==> src/rtl/uart_result_arbiter.sv <==
// uart_result_arbiter: round-robin sharing of one UART_TX between 16-bit result producers.
// Define UART_ARB_TAG_EN to prefix each word with a tag byte {4'hA, 2'b00, grant_id}.
module uart_result_arbiter #(
    parameter int NUM_REQ       = 4,
    parameter int START_TIMEOUT = 15
) (
    input  logic                   clock,
    input  logic                   reset,
    input  logic                   ena,
    input  logic [NUM_REQ-1:0]     req,
    input  logic [16*NUM_REQ-1:0]  word_in,
    output logic [NUM_REQ-1:0]     ack,
    output logic                   uart_start,
    output logic [7:0]             uart_data,
    input  logic                   uart_busy,
    output logic [1:0]             grant_id,
    output logic                   active,
    output logic                   done,
    output logic                   timeout_err
);

    localparam logic [7:0] TIMEOUT   = 8'(START_TIMEOUT);
    localparam logic [1:0] LAST_INIT = 2'(NUM_REQ - 1);

`ifdef UART_ARB_TAG_EN
    typedef enum logic [2:0] {
        IDLE, SEND_TAG, WAIT_TAG, SEND_HI, WAIT_HI, SEND_LO, WAIT_LO
    } state_t;
    localparam state_t FIRST = SEND_TAG;
`else
    typedef enum logic [2:0] {
        IDLE, SEND_HI, WAIT_HI, SEND_LO, WAIT_LO
    } state_t;
    localparam state_t FIRST = SEND_HI;
`endif

    state_t               state_q, state_d;
    state_t               wait_nx;
    logic [7:0]           cnt_q, cnt_d, cnt_inc;
    logic [15:0]          word_q, word_d;
    logic [1:0]           grant_q, grant_d;
    logic [1:0]           last_q, last_d;
    logic [NUM_REQ-1:0]   ack_q, ack_d;
    logic                 done_q, done_d;
    logic                 to_q, to_d;
    logic                 is_send;

    logic [15:0]          words [NUM_REQ];
    logic [3:0]           req4;
    logic [1:0]           idx;
    logic [1:0]           pick;
    logic                 hit;

    always_comb begin
        for (int i = 0; i < NUM_REQ; i++) begin
            words[i] = word_in[16*i +: 16];
        end
    end

    // first requester above the previous grant, wrapping modulo NUM_REQ
    always_comb begin
        req4 = 4'(req);
        hit  = 1'b0;
        pick = '0;
        idx  = '0;
        for (int k = 1; k <= NUM_REQ; k++) begin
            idx = 2'((int'(last_q) + k) % NUM_REQ);
            if (!hit && req4[idx]) begin
                hit  = 1'b1;
                pick = idx;
            end
        end
    end

    always_comb begin
        state_d = state_q;
        cnt_d   = cnt_q;
        cnt_inc = cnt_q + 8'd1;
        word_d  = word_q;
        grant_d = grant_q;
        last_d  = last_q;
        ack_d   = '0;
        done_d  = 1'b0;
        to_d    = 1'b0;
        is_send = 1'b0;
        wait_nx = IDLE;
        case (state_q)
            IDLE: begin
                if (hit) begin
                    word_d  = words[pick];
                    grant_d = pick;
                    last_d  = pick;
                    ack_d   = NUM_REQ'(4'b0001 << pick);
                    cnt_d   = '0;
                    state_d = FIRST;
                end
            end
`ifdef UART_ARB_TAG_EN
            SEND_TAG: begin
                is_send = 1'b1;
                wait_nx = WAIT_TAG;
            end
            WAIT_TAG: begin
                if (!uart_busy) state_d = SEND_HI;
            end
`endif
            SEND_HI: begin
                is_send = 1'b1;
                wait_nx = WAIT_HI;
            end
            WAIT_HI: begin
                if (!uart_busy) state_d = SEND_LO;
            end
            SEND_LO: begin
                is_send = 1'b1;
                wait_nx = WAIT_LO;
            end
            WAIT_LO: begin
                if (!uart_busy) begin
                    done_d  = 1'b1;
                    state_d = IDLE;
                end
            end
            default: state_d = IDLE;
        endcase

        // busy seen while strobing is acceptance, even on the first cycle
        if (is_send) begin
            if (uart_busy) begin
                state_d = wait_nx;
                cnt_d   = '0;
            end else if (cnt_inc == TIMEOUT) begin
                state_d = IDLE;
                cnt_d   = '0;
                to_d    = 1'b1;
            end else begin
                cnt_d = cnt_inc;
            end
        end
    end

    always_ff @(posedge clock) begin
        if (reset) begin
            state_q <= IDLE;
            cnt_q   <= '0;
            word_q  <= '0;
            grant_q <= '0;
            last_q  <= LAST_INIT;
            ack_q   <= '0;
            done_q  <= 1'b0;
            to_q    <= 1'b0;
        end else if (ena) begin
            state_q <= state_d;
            cnt_q   <= cnt_d;
            word_q  <= word_d;
            grant_q <= grant_d;
            last_q  <= last_d;
            ack_q   <= ack_d;
            done_q  <= done_d;
            to_q    <= to_d;
        end
    end

    always_comb begin
        uart_data = 8'h00;
        case (state_q)
`ifdef UART_ARB_TAG_EN
            SEND_TAG, WAIT_TAG: uart_data = {4'hA, 2'b00, grant_q};
`endif
            SEND_HI, WAIT_HI: uart_data = word_q[15:8];
            SEND_LO, WAIT_LO: uart_data = word_q[7:0];
            default:          uart_data = 8'h00;
        endcase
    end

    // pulses freeze with the FSM and reappear once ena returns
    assign uart_start  = ena && is_send;
    assign ack         = ena ? ack_q : '0;
    assign done        = ena && done_q;
    assign timeout_err = ena && to_q;
    assign grant_id    = grant_q;
    assign active      = (state_q != IDLE);

endmodule

==> config.mk <==
export PLATFORM = sky130hd
export DESIGN_NAME = uart_result_arbiter
export DESIGN_NICKNAME = d
export VERILOG_FILES = /design/src/rtl/uart_result_arbiter.sv
export SDC_FILE = /design/constraint.sdc
export NUM_CORES = 1
export LEC_CHECK = 0
export ABC_AREA = 1
export BUFFER_PORTS_ARGS = -buffer_cell sky130_fd_sc_hd__buf_4
export CORE_MARGIN = 4
export CORE_UTILIZATION = 55
export CTS_BUF_LIST = sky130_fd_sc_hd__clkbuf_4 sky130_fd_sc_hd__clkbuf_8 sky130_fd_sc_hd__clkbuf_16
export DETAILED_ROUTE_END_ITERATION = 10
export PLACE_DENSITY_LB_ADDON = 0.05
export SKIP_CTS_REPAIR_TIMING = 1
export SLEW_MARGIN = 30
export SYNTH_ARGS = -nofsm -noshare
export SYNTH_HDL_FRONTEND = slang
export SYNTH_SLANG_ARGS = --single-unit
==> constraint.sdc <==
create_clock -name clock -period 4.8 [get_ports clock]
set_input_delay 0.48 -clock clock [delete_from_list [all_inputs] [get_ports clock]]
set_output_delay 0.48 -clock clock [all_outputs]
set_load 0.01 [all_outputs]
Word-level counts from Yosys, hierarchy flattened
Index checks and enable logic that the tools add are counted.

$add $sub $neg: 5. Magnitude comparators: 5. Equality and inequality tests: 5. Shift-type cells: 1. Muxes and demuxes: 42. Bitwise logic cells: 1. Reductions and logical operators: 18.

Operators with widths (number): $mux 8 (5); $bmux 16 s2 (1); $mux 16 (2); $mux 3 (6); $pmux 8 s2 (1); $mux 1 (14); $lt 2x3->1 const B (4); $mux 4 (3); $pmux 3 s4 (1); $add 8x1->8 const B (1); $bmux 1 s2 (4); $eq 8x4->1 const B (1); $mux 2 (4); $eq 3x2->1 const B (2); $logic_and 1x1->1 (6); $pmux 3 s2 (1); $reduce_and 3->1 (2); $reduce_or 2->1 (3); $add 2x1->2 const B (2); $add 2x2->2 const B (2); $reduce_bool 2->1 (2); $shl 1x2->4 const A (1); $eq 3x1->1 const B (1); $eq 3x3->1 const B (1); other kinds (5) (7).

Flip-flop bits (word level): 37. Input bits: 72. Output and inout port bits: 18. Logic and storage cells: 85.

Logic depth before layout (Yosys ltp)
Depth after elaboration: 18. Mapped depth: 17.

Worst setup path after synthesis
Ideal clock, no wire load.

Path type: input-to-reg. Start: in req[3]. End: reg word_q[0]. Setup time: 0.109 ns. Data arrival time: 1.599 ns. Data required time: 4.691 ns. Setup slack: 3.092 ns. Stages: 13. Buffers on the path: 1. Cells stage by stage: nand2_1 nand2_1 nand2_1 nand2_1 nor2_4 nand2_1 nor2_1 a21oi_4 buf_6 nand2_1 nand3_1 nand2_1 inv_1.

Longest elaborated chain between the ends: 16. Elaborated cells between the ends (all ways): 27. Those cells by class: mux (19); bitwise (1); reduce/logical (7).

Ends and longest elaborated chain: start, declared (RTL line 10) `input logic [NUM_REQ-1:0] req,`; $bmux 1 s2 (RTL line 68) `if (!hit && req4[idx]) begin`; $mux 1 (not written as such) (RTL line 68); $mux 1 (RTL line 68); $logic_not 1->1 (RTL line 68); $logic_and 1x1->1 (RTL line 68); $mux 1 (RTL line 68); $logic_not 1->1 (RTL line 68); $logic_and 1x1->1 (RTL line 68); $mux 1 (RTL line 68); $logic_not 1->1 (RTL line 68); $logic_and 1x1->1 (RTL line 68); $mux 2 (RTL line 68); $not 2->3 (not written as such) (RTL line 90) `word_d = words[pick];`; $bmux 16 s2 (RTL line 90); $mux 16 (not written as such) (2 in a row) (RTL line 90); end signal, assigned (RTL line 155) `word_q <= word_d;`; end, declared (RTL line 40) `logic [15:0] word_q, word_d;`.

Parallel ways exist; a longest one is shown, timed or not. The select of a mux whose other input is x is not followed. A chain may end at the register's enable or synchronous reset.

Worst setup path after layout
Start: reg last_q[0]. End: reg word_q[1].

Longest elaborated chain between the ends: 17. Elaborated cells between the ends (all ways): 31. Those cells by class: add/sub (4); mux (19); bitwise (1); reduce/logical (7).

Ends and longest elaborated chain: start, declared (RTL line 42) `logic [1:0] last_q, last_d;`; start signal, assigned (RTL line 157) `last_q <= last_d;`; $add 2x1->2 (RTL line 67) `idx = 2'((int'(last_q) + k) % NUM_REQ);`; $bmux 1 s2 (RTL line 68); $mux 1 (not written as such) (RTL line 68); $mux 1 (RTL line 68); $logic_not 1->1 (RTL line 68); $logic_and 1x1->1 (RTL line 68); $mux 1 (RTL line 68); $logic_not 1->1 (RTL line 68); $logic_and 1x1->1 (RTL line 68); $mux 1 (RTL line 68); $logic_not 1->1 (RTL line 68); $logic_and 1x1->1 (RTL line 68); $mux 2 (RTL line 68); $not 2->3 (not written as such) (RTL line 90); $bmux 16 s2 (RTL line 90); $mux 16 (not written as such) (2 in a row) (RTL line 90).

Parallel ways exist; a longest one is shown, timed or not. The select of a mux whose other input is x is not followed.

==> results.json <==
{
  "status": "complete, no violations",
  "grt_pass1_vias": 2998,
  "synth.yosys.seq_area_share_pct": 27.4,
  "ys_warn_count": 0,
  "worstHoldStart": "grant_id[1]",
  "drv_slew": 0,
  "ctsHtreeMaxLevel": 2,
  "postPlaceCellArea_um2": 3330,
  "detailed_place_hpwl_um": 5680,
  "critical_path_class": "flip-flop to flip-flop",
  "max_freq_ghz": 0.376,
  "cp_top_family": "simple AND/OR/NAND/NOR gates",
  "dieHeight_um": 78.1,
  "syn_avg_cell_area_um2": 5.94,
  "ys.flop_type": "dfxtp_1",
  "grt_setup_unrepaired": "false",
  "synth_edf_count": 0,
  "via_per_inst": 5.29,
  "ios": 90,
  "routabilityCongestion": 0.875,
  "period_share_pct": 55.4,
  "r2r_cells": 13,
  "drtAntennaViolNets": 0,
  "path_common_cell": "nand2_1",
  "setup_violations": 0,
  "worstPathCellList": "nand2_1, nand2_1, nand2_1, nand2_1, nor2_4, nand3_4, nand3_2, nand2_1, nand2_1, nand2_1, nand3_1, nand2_1, inv_1",
  "p_clk_share_pct": 22.9,
  "cts.sinks": 37,
  "drc": 0,
  "clockBufferDepth": 2,
  "syn2layout_area_growth_pct": 27.7,
  "syn_inst": 455,
  "tightest_slew_ns": 0.738,
  "rows": 25,
  "p_sw_mw": 0.531,
  "wire_per_inst_um": 12.6,
  "yosys-top-cells-area": "dfxtp_1 (27%), nand2_1 (25%), nand3_1 (12%)",
  "hold_path_end": "grant_id[1]",
  "cts_made_buffers": 5,
  "yosysTopAreaCell": "dfxtp_1",
  "cp-start-kind": "flip-flop",
  "clkLatencyLatePin_ns": 0.29,
  "grt_max_degree": 37,
  "grt_pass1_wl_um": 12700,
  "grt-ovfl-total": 0,
  "clkTransAtPathRegs_ns": 0.08,
  "ys_types": 32,
  "drive_above_1_share_pct": 21.2,
  "comb_power_share_pct": 48.6,
  "min_path_cells": 2,
  "async_flop_share_pct": 0,
  "drt_iter0_drc": 173,
  "netlist.area_leader.share_pct": 27.4,
  "cts_tree": "built",
  "vias": 3172,
  "skew_ns": 0.00828,
  "grt_usage_pct": 25.4,
  "seqPwrFrac_pct": 28.5,
  "critPathBufInv": 1,
  "n_antenna_cell": 0,
  "routed_wl_um": 7530,
  "root_buffer": "clkbuf_8",
  "final_area_um2": 3450,
  "post-synth-top-count-cell": "nand2_1",
  "synth_area_um2": 2700,
  "ys_seq_elements": 37,
  "cellPowerDensity_nw_per_um2": 365,
  "die_x_um": 78.1,
  "finalHoldViolCount": 0,
  "critPathMaxFanout": 36,
  "start_util_pct": 56.8,
  "hold_class": "flip-flop to flip-flop",
  "slowest_delay_ns": 0.60,
  "r2r-start": "last_q[0]",
  "r2r_slack_ns": 2.14,
  "end_kind": "flip-flop",
  "intPower_mw": 0.727,
  "synth_commonest_cells": "nand2_1 (178), nand3_1 (63), inv_1 (56)",
  "crit_arrival_ns": 2.86,
  "r2r-end": "word_q[1]",
  "crit_path_top_delay_cell": "nand3_2",
  "timing.setup.tns_ns": 0,
  "p_leak_nw": 1.85,
  "ir_drop_mv": 0.199,
  "drv_cap": 0,
  "die-area_um2": 6100,
  "drt_first_pass_iters": 5,
  "antenna_found_initial": 0,
  "io_buffers": 89,
  "finalNetCount": 606,
  "critical_path_required_ns": 5.00,
  "slew_headroom_pct": 50.8,
  "netSwitchingFraction_pct": 42.2,
  "core_area_um2": 4750,
  "synth_nets": 529,
  "timing.final.crit_period_ns": 2.66
}
[power by group through the flow]
stage,Clock [mW],Sequential [mW],Combinational [mW]
after global routing,0.303,0.363,0.695
after floorplan,0,0.359,0.496
after global placement,0,0.364,0.601
after detailed placement,0,0.365,0.607
final,0.288,0.359,0.611
after CTS,0.290,0.359,0.611
[worst register-to-register path, stage by stage (launching register included)]
cell	delay, ns
dfxtp_1	0.58
nand2_1	0.15
nand2_1	0.13
nand2_1	0.07
nand2_1	0.10
nor2_4	0.06
nand3_4	0.27
nand3_2	0.60
nand2_1	0.22
nand2_1	0.07
nand2_1	0.07
nand3_1	0.10
nand2_1	0.10
inv_1	0.04
[flip-flops by register name (all words and copies together) (netlist names)]
name / flops
ack_q: 4
cnt_q: 8
done_q: 1
grant_id: 2
last_q: 2
state_q: 3
to_q: 1
word_q: 16
[cell type report]
cell class / instances / area (um2)
inverter: 62 / 240
multi-input combinational: 337 / 1600
tap: 67 / 83.8
sequential: 37 / 741
clock buffer: 7 / 90.1
fill: 459 / 1310
timing repair buffer: 89 / 668
clock inverter: 1 / 30.0
[stage by stage]
| stage | setup WS, ns | util, % | std cells | hold WS [ns] | power [mW] |
|---|---|---|---|---|---|
| 6_report | 2.14 | 72.5 | 600 | 0.472 | 1.26 |
| 5_1_grt | 1.84 | 72.5 | 600 | 0.486 | 1.36 |
| 4_1_cts | 2.16 | 72.5 | 600 | 0.475 | 1.26 |
| 3_5_place_dp | 2.18 | 70.0 | 592 | 0.464 | 0.972 |
| 3_3_place_gp | 2.25 | 70.0 | 592 | 0.454 | 0.965 |
| 2_1_floorplan | 3.09 | - | 455 | 0.445 | 0.855 |
[cell usage in the layout (no fill, tap or decap), drive strengths merged]
cell / count
a21oi: 35
ha: 2
inv: 60
dfxtp: 37
bufinv: 1
o311a: 1
o21ai: 9
nand2: 181
o22ai: 8
xor2: 6
nand3: 65
buf: 89
clkinv: 2
clkbuf: 7
nor2: 15
nand4: 7
nor3: 5
o211ai: 3
[worst max path at each step]
stage,depth (start not counted),start,end
floorplan,13,req[3],word_q[0]
global placement,13,last_q[0],word_q[7]
detailed placement,13,last_q[0],word_q[7]
CTS,13,last_q[0],word_q[1]
global route,13,last_q[0],word_q[12]
finish,13,last_q[0],word_q[1]
[logic make-up (layout without fill, tap and decap cells)]
logic type,Yosys count,count (layout),synth area share (%)
AND/OR/NAND/NOR,273,273,44.0
buffers and inverters,81,159,13.5
AO/OA/AOI/OAI,56,56,12.2
flip-flops,37,37,27.4
XOR/XNOR,6,6,1.95
adder cells (fa/ha/maj),2,2,0.926
[metal layers]
layer  GRT usage, %  up-vias  wire length [um]  part of all wire [%]
met1           29.4     1445              3000                    40
met2           46.4      114              3870                    51
met3           5.39       13               535                   7.1
li1               -     1600                 -                     -
met4           8.04        0               133                   1.8
met5              0        -                 0                     0
Power figures use the tool's default switching activity.
